===== config.mk =====
export PLATFORM = sky130hd
export DESIGN_NAME = ebus_responder_flat
export DESIGN_NICKNAME = d
export VERILOG_FILES = /design/src/rtl/ebus_responder_if.sv /design/src/rtl/ebus_responder.sv /design/src/flat_wrapper.sv
export SDC_FILE = /design/constraint.sdc
export NUM_CORES = 1
export LEC_CHECK = 0
export BUFFER_PORTS_ARGS = -buffer_cell sky130_fd_sc_hd__buf_2
export CORE_MARGIN = 2
export CORE_UTILIZATION = 55
export DETAILED_ROUTE_END_ITERATION = 8
export PLACE_DENSITY_LB_ADDON = 0.08
export REMOVE_ABC_BUFFERS = 1
export SLEW_MARGIN = 15
export SYNTH_ARGS = -nofsm -noshare
export SYNTH_HDL_FRONTEND = slang
export SYNTH_SLANG_ARGS = --single-unit

===== constraint.sdc =====
create_clock -name eboxClk -period 10.4 [get_ports eboxClk]
set_input_delay 1.04 -clock eboxClk [delete_from_list [all_inputs] [get_ports eboxClk]]
set_output_delay 1.04 -clock eboxClk [all_outputs]
set_load 0.05 [all_outputs]

===== src/rtl/ebus_responder_if.sv =====
// EBUS controller/device signal bundle for one responder slot.
// The controller side uses the master modport and the device side uses the slave modport.
interface ebus_responder_if;
  logic [0:6]  ebusDS;
  logic [0:2]  ebusFunc;
  logic        ebusDemand;
  logic [0:35] ebusDataIn;
  logic        ebusXfer;
  logic        ebusDriving;
  logic [0:35] ebusDataOut;

  modport master (
    output ebusDS, ebusFunc, ebusDemand, ebusDataIn,
    input  ebusXfer, ebusDriving, ebusDataOut
  );

  modport slave (
    input  ebusDS, ebusFunc, ebusDemand, ebusDataIn,
    output ebusXfer, ebusDriving, ebusDataOut
  );
endinterface


===== src/rtl/ebus_responder.sv =====
// EBUS device responder: decodes the device select, runs the demand/xfer handshake and
// executes CONO/CONI/DATAO/DATAI against a control register and a DATAI holding word.
//
// state   | meaning
// IDLE    | waiting for a demand addressed to DEV_ID with func 0-3
// WAIT    | counting down WAIT_CYC cycles; read data is already driven
// XFER    | xfer asserted; write side effects are applied on entry
// RELEASE | demand has fallen, xfer and drive dropped; back to IDLE next cycle
module ebus_responder #(
  parameter logic [0:6] DEV_ID   = 7'o010,
  parameter int unsigned WAIT_CYC = 2
) (
  input  logic            eboxClk,
  input  logic            eboxReset,
  ebus_responder_if.slave ebus,
  input  logic [0:35]     devWord,
  input  logic            devLoad,
  output logic [0:35]     devOut,
  output logic            devStrobe,
  output logic [1:7]      piReq
);

  typedef enum logic [1:0] {
    IDLE    = 2'd0,
    WAIT    = 2'd1,
    XFER    = 2'd2,
    RELEASE = 2'd3
  } state_t;

  localparam logic [1:0] F_CONO  = 2'd0;
  localparam logic [1:0] F_DATAO = 2'd2;
  localparam logic [1:0] F_DATAI = 2'd3;

  state_t      state;
  state_t      state_nxt;
  logic [3:0]  cnt;
  logic [1:0]  lat_func;
  logic [0:35] lat_data;
  logic [0:35] hold_reg;
  logic        full;
  logic        accept;
  logic        xfer_entry;
  logic        drive;
  logic        full_clr;
  logic [0:35] coni_word;
  logic [0:35] rd_word;

  // conReg bit 32 is never stored: CONI reports the full flag in that position.
  logic [24:31] conReg_hi;
  logic [33:35] pia;

  always_ff @(posedge eboxClk or posedge eboxReset) begin
    if (eboxReset) state <= IDLE;
    else           state <= state_nxt;
  end

  always_comb begin
    state_nxt  = state;
    accept     = 1'b0;
    xfer_entry = 1'b0;
    case (state)
      IDLE: begin
        if (ebus.ebusDemand && (ebus.ebusDS == DEV_ID) && !ebus.ebusFunc[0]) begin
          accept    = 1'b1;
          state_nxt = WAIT;
        end
      end
      WAIT: begin
        if (!ebus.ebusDemand) begin
          state_nxt = IDLE;
        end else if (cnt == 4'd0) begin
          xfer_entry = 1'b1;
          state_nxt  = XFER;
        end
      end
      XFER: begin
        if (!ebus.ebusDemand) state_nxt = RELEASE;
      end
      RELEASE: state_nxt = IDLE;
      default: state_nxt = IDLE;
    endcase
  end

  // CONI and DATAI both have the low function bit set.
  always_comb begin
    drive            = ((state == WAIT) || (state == XFER)) && lat_func[0];
    coni_word        = {24'd0, conReg_hi, full, pia};
    rd_word          = (lat_func == F_DATAI) ? hold_reg : coni_word;
    ebus.ebusXfer    = (state == XFER);
    ebus.ebusDriving = drive;
    ebus.ebusDataOut = drive ? rd_word : 36'd0;
  end

  always_comb begin
    full_clr = xfer_entry &&
               ((lat_func == F_DATAI) || ((lat_func == F_CONO) && lat_data[25]));
  end

  always_ff @(posedge eboxClk or posedge eboxReset) begin
    if (eboxReset) begin
      cnt      <= 4'd0;
      lat_func <= 2'd0;
      lat_data <= 36'd0;
    end else if (accept) begin
      cnt      <= 4'(WAIT_CYC);
      lat_func <= ebus.ebusFunc[1:2];
      lat_data <= ebus.ebusDataIn;
    end else if ((state == WAIT) && (cnt != 4'd0)) begin
      cnt <= cnt - 4'd1;
    end
  end

  always_ff @(posedge eboxClk or posedge eboxReset) begin
    if (eboxReset) begin
      conReg_hi <= 8'd0;
      pia       <= 3'd0;
      devOut    <= 36'd0;
      devStrobe <= 1'b0;
    end else begin
      devStrobe <= 1'b0;
      if (xfer_entry && (lat_func == F_CONO)) begin
        conReg_hi <= lat_data[24:31];
        pia       <= lat_data[33:35];
      end
      if (xfer_entry && (lat_func == F_DATAO)) begin
        devOut    <= lat_data;
        devStrobe <= 1'b1;
      end
    end
  end

  // A device load always wins over a clear arriving on the same cycle.
  always_ff @(posedge eboxClk or posedge eboxReset) begin
    if (eboxReset) begin
      hold_reg <= 36'd0;
      full     <= 1'b0;
    end else if (devLoad) begin
      hold_reg <= devWord;
      full     <= 1'b1;
    end else if (full_clr) begin
      full <= 1'b0;
    end
  end

  always_comb begin
    piReq = 7'd0;
    for (int n = 1; n <= 7; n++) begin
      piReq[n] = full && (pia == 3'(n));
    end
  end

endmodule


===== src/flat_wrapper.sv =====
// flat-port wrapper written by rule: the top's interface ports become plain ports
module ebus_responder_flat 
#(
  parameter logic [0:6] DEV_ID   = 7'o010,
  parameter int unsigned WAIT_CYC = 2
)
  (eboxClk, eboxReset, devWord, devLoad, devOut, devStrobe, piReq, ebus_ebusDS, ebus_ebusFunc, ebus_ebusDemand, ebus_ebusDataIn, ebus_ebusXfer, ebus_ebusDriving, ebus_ebusDataOut);
  ebus_responder_if ebus_i ();
  input  logic eboxClk;
  input  logic eboxReset;
  input  logic [0:35] devWord;
  input  logic devLoad;
  output logic [0:35] devOut;
  output logic devStrobe;
  output logic [1:7] piReq;
  input wire logic [$bits(ebus_i.ebusDS)-1:0] ebus_ebusDS;
  input wire logic [$bits(ebus_i.ebusFunc)-1:0] ebus_ebusFunc;
  input wire logic [$bits(ebus_i.ebusDemand)-1:0] ebus_ebusDemand;
  input wire logic [$bits(ebus_i.ebusDataIn)-1:0] ebus_ebusDataIn;
  output wire logic [$bits(ebus_i.ebusXfer)-1:0] ebus_ebusXfer;
  output wire logic [$bits(ebus_i.ebusDriving)-1:0] ebus_ebusDriving;
  output wire logic [$bits(ebus_i.ebusDataOut)-1:0] ebus_ebusDataOut;
  assign ebus_i.ebusDS = ebus_ebusDS;
  assign ebus_i.ebusFunc = ebus_ebusFunc;
  assign ebus_i.ebusDemand = ebus_ebusDemand;
  assign ebus_i.ebusDataIn = ebus_ebusDataIn;
  assign ebus_ebusXfer = ebus_i.ebusXfer;
  assign ebus_ebusDriving = ebus_i.ebusDriving;
  assign ebus_ebusDataOut = ebus_i.ebusDataOut;
  ebus_responder #(.DEV_ID(DEV_ID), .WAIT_CYC(WAIT_CYC)) u_core (.eboxClk(eboxClk), .eboxReset(eboxReset), .ebus(ebus_i), .devWord(devWord), .devLoad(devLoad), .devOut(devOut), .devStrobe(devStrobe), .piReq(piReq));
endmodule

**Word level (Yosys, flattened, before mapping)**

Index checks and enable logic that the tools add are counted.

- $add $sub $neg: 1
- Eq/ne operators: 16
- Multiplexer cells: 17
- Reduce and logical (&&, ||, !) cells: 25

Operators with widths:

| operator | number |
|---|---|
| 36-bit 2-to-1 mux | 2 |
| 1-bit logical AND | 15 |
| 3-bit equality test (second input constant) | 4 |
| 2-bit equality test (second input constant) | 4 |
| 1-bit 2-to-1 mux | 8 |
| 2-bit 2-to-1 mux | 4 |
| 4-bit 2-to-1 mux | 2 |
| 2-bit case mux with 4 select lines | 1 |
| 7-bit by 4-bit equality test with 1-bit output (second input constant) | 1 |
| 3-bit by 2-bit equality test with 1-bit output (second input constant) | 2 |
| 2-bit zero test | 2 |
| 4-bit zero test | 1 |
| 2-bit nonzero test | 2 |
| 4-bit nonzero test | 1 |
| 4-bit by 1-bit subtractor with 4-bit output (second input constant) | 1 |
| 3-bit by 1-bit equality test with 1-bit output (second input constant) | 1 |
| 3-bit by 2-bit inequality test with 1-bit output (second input constant) | 1 |
| 3-bit AND reduction | 1 |
| 2-bit by 1-bit equality test with 1-bit output (second input constant) | 1 |
| 1-bit logical OR | 2 |
| 2-bit by 1-bit inequality test with 1-bit output (second input constant) | 1 |
| 2-bit inequality test (second input constant) | 1 |
| 1-bit zero test | 1 |

- Output and inout port bits: 82
- Input bits: 86
- Logic and storage cells: 69
- Register bits after elaboration: 129

**Logic depth before layout (Yosys ltp)**

- Depth after elaboration: 7
- Depth in mapped cells: 7
- Gate-level depth less buffers: 6

**Worst setup path before layout**

OpenSTA, ideal clock, no wires.

- Path kind: register -> output
- Start point: reg u_core.state[0]
- End point: out ebus_ebusDataOut[10]
- Arrival time: 1.670 ns
- Buffers on the path: 1
- Setup slack: 7.690 ns
- Required time: 9.360 ns
- Cell stages (with the launch flop): 6
- Path through: dfrtp_1 inv_1 ha_1 nand2_1 clkbuf_1 nor2_1

- Word-level cells in the longest chain between the ends: 4
- Elaborated cells between the ends (all ways): 5
- Classes of those cells: eq/ne (2); mux (1); reduce/logical (2)

RTL lines:

| item | line | RTL |
|---|---|---|
| from (decl) | ebus_responder.sv:34 | `state_t state;` |
| from (signal assigned) | ebus_responder.sv:54 | `else state <= state_nxt;` |
| 2-bit by 1-bit equality test with 1-bit output or 2-bit equality test (tied branches) | ebus_responder.sv:86 | `drive = ((state == WAIT) \|\| (state == XFER)) && lat_func[0];` |
| 1-bit logical OR * | ebus_responder.sv:86 |  |
| 1-bit logical AND * | ebus_responder.sv:86 |  |
| 36-bit 2-to-1 mux * | ebus_responder.sv:91 | `ebus.ebusDataOut = drive ? rd_word : 36'd0;` |
| to (decl) | flat_wrapper.sv:22 | `output wire logic [$bits(ebus_i.ebusDataOut)-1:0] ebus_ebusDataOut;` |

Every way passes the cells marked *; elsewhere a longest branch is shown, timed or not.

**Worst setup path in the final report**

- Start point: reg u_core.lat_func[1]
- End point: out ebus_ebusDataOut[16]

- Word-level cells in the longest chain between the ends: 3

RTL lines:

| item | line | RTL |
|---|---|---|
| from (decl) | ebus_responder.sv:37 | `logic [1:0] lat_func;` |
| from (signal assigned) | ebus_responder.sv:106 | `lat_func <= ebus.ebusFunc[1:2];` |
| 2-bit equality test | ebus_responder.sv:88 | `rd_word = (lat_func == F_DATAI) ? hold_reg : coni_word;` |
| 36-bit 2-to-1 mux | ebus_responder.sv:88 |  |
| 36-bit 2-to-1 mux | ebus_responder.sv:91 |  |

No other way between the ends.

==> results.tsv <==
metric	value	unit
result of the run	completed	
power density of the placed cells	180	nW/um^2
ys async rst share	1.00	
initial antenna violation count	0	
Post-Syn Area	5560	sq um
WL final	11100	um
clock sinks	129	
postcts setup bufs	0	
arrival time at the worst endpoint	2.62	ns
GRT Residual Overflow	0	
area added between synthesis and finish	26.1	%
CP bufs+invs	1	
clock root buffer	clkbuf_8	
first-pass GRT wire length	18200	um
share of the yosys chip area belonging to registers	0.580	
Synth Area per Inst	14.8	sq um
CTS tree	done	
die area	10900	sq um
Detailed Place HPWL	7440	um
NetSw	0.299	mW
IO Count	168	
hold slack	0.485	ns
kind of critical path	reg2out	
setup TNS	0	ns
routed vias	3515	
die width	105	um
Post-Syn Instances	377	
unrepaired setup endpoints after global routing	false	
Worst Tran Pin Value	1.05	ns
CP max-delay cell	dfrtp_1	
max_slew headroom	0.297	
CTS max path bufs	2	
Final period util	0.352	
CP peak stage delay	0.92	ns
CP cell instances	and3_1 > and2_1 > buf_2	
initial drt markers	118	
ANT cells	0	
CP endpoint kind	output pin	
vias in the first global route	3732	
EDFF count, synth	0	
nets@finish	640	
clock share of power	0.431	
clk slew on worst S/H paths	0.06	ns
drt first pass iters	4	
Crit Path Max Fanout	24	
TritonCTS buffer count	17	
final hold violations	0	
port bufs	167	
largest delay contributor family on the critical path	flip-flops	
CTS H-Tree Depth	4	
switch share	0.237	
all-layer global routing usage	0.214	
commonest non-fill, non-tap cell in the layout	buf_2	
hold_buf cts	0	
commonest cells after routing, fill and taps aside	buf_2 (167), dfrtp_1 (129), mux2_2 (56)	
Worst Setup Start Kind	flip-flop	
PostCTS Resize Cnt	0	
cell internal pwr	0.963	mW
Chip Height	105	um
Flop pwr share	0.445	
fill cell count	733	
CP required	9.36	ns
routed len/inst	16.1	um
Highest Clock Rate	273	MHz
worst skew pair latency	0.51	ns
Vias/cell	5.09	
Core Region	9770	sq um
maxcap violations	0	
residual DRC count	0	
Synth Warn #	0	
Tightest Hold Check Type	reg2reg	
share of layout cells above drive strength 1	0.530	
post-synthesis register bit count	129	
Leak	3.86	nW
# rows	36	
post-route minimum period	3.66	ns
Comb pwr share	0.123	
Primary FF master, synth	dfrtp_1	
Slew Limit Fails	0	
# setup viols final	0	
ANT nets after route	0	
Initial Util	0.569	
GPL Wtd Cong	0.768	
largest net degree at the start of global routing	85	
count of cell types in the netlist	34	
VDD IR max	92.4	uV
clk_skew	0.00714	ns
-- stage by stage --
stage / utilization / cells / worst slack [ns] / instance area [sq um] / power [mW]
after CTS: 0.718 / 690 / 6.67 / 7020 / 1.28
final: 0.718 / 690 / 6.74 / 7020 / 1.26
after detailed placement: 0.663 / 662 / 7.22 / 6480 / 0.728
after global placement: 0.663 / 662 / 7.29 / 6480 / 0.718
after global routing: 0.718 / 690 / 6.51 / 7020 / 1.32
after floorplan: - / 360 / 5.92 / 5450 / 0.680
-- routing by layer --
| metal | part of all wire | vias to the layer above | global-route usage |
|---|---|---|---|
| met5 | 0 | - | 0 |
| met4 | 0.013 | 0 | 0.0705 |
| met3 | 0.067 | 13 | 0.0786 |
| met2 | 0.48 | 134 | 0.342 |
| met1 | 0.44 | 1728 | 0.272 |
| li1 | - | 1640 | - |
-- kinds of logic after synthesis --
kind of cell,count (synthesis),share of synthesized area
mux,135,0.294
fa+ha+maj,6,0.0135
compound gates,6,0.00855
buf+inv,24,0.0241
xor+xnor,3,0.00473
simple gates,74,0.0742
flops,129,0.580
-- layout make-up --
type | count | area, sq um | area share
flip-flops and latches | 129 | 3230 | 0.460
multi-input cells | 224 | 2200 | 0.314
repair buffers | 169 | 851 | 0.121
clock buffers | 21 | 449 | 0.0640
well taps | 133 | 166 | 0.0237
clock inverters | 7 | 87.6 | 0.0125
inverters | 7 | 28.8 | 0.00410
-- final timing paths --
check	slack (ns)	from	endpoint	cells after the start
worst min register to register	0.49	u_core.devOut[23]$_DFFE_PP0P_	u_core.devOut[23]$_DFFE_PP0P_	1
worst max register to register	7.64	u_core.lat_func[1]$_DFFE_PP0P_	u_core.devOut[17]$_DFFE_PP0P_	2
worst min-delay path	0.49	u_core.devOut[23]$_DFFE_PP0P_	u_core.devOut[23]$_DFFE_PP0P_	1
min in group asynchronous	0.59	eboxReset	u_core.devOut[11]$_DFFE_PP0P_	2
worst max-delay path	6.74	u_core.lat_func[1]$_DFFE_PP0P_	ebus_ebusDataOut[16]	3
max in group asynchronous	8.38	eboxReset	u_core.hold_reg[5]$_DFFE_PP0P_	3
-- worst reg2reg max path, cell delays in order (launching register included) --
cell	delay [ns]
dfrtp_1	0.92
nand3_2	1.03
mux2_1	0.68
-- synthesized netlist by cell type (3+ instances only) --
library cell | instances | area [sq um]
nand3_1 | 3 | 15.0
dfrtp_1 | 129 | 3230
nor3_1 | 3 | 15.0
nand2b_1 | 4 | 25.0
clkbuf_1 | 4 | 15.0
mux2_1 | 29 | 327
inv_1 | 7 | 26.3
nand2_1 | 6 | 22.5
mux2_2 | 56 | 631
buf_6 | 4 | 45.0
and2_1 | 27 | 169
mux2i_1 | 14 | 140
mux2_4 | 36 | 541
nor2_1 | 21 | 78.8
ha_1 | 6 | 75.1
buf_2 | 8 | 40.0
xnor2_1 | 3 | 26.3
-- power groups by stage --
stage          clock network, mW  logic [mW]  registers [mW]
2_1_floorplan                  0       0.116           0.564
6_report                   0.544       0.156           0.562
4_1_cts                    0.556       0.159           0.563
3_3_place_gp                   0       0.150           0.568
5_1_grt                    0.578       0.173           0.568
3_5_place_dp                   0       0.157           0.571
No activity file was read; power rests on OpenSTA's default activity.
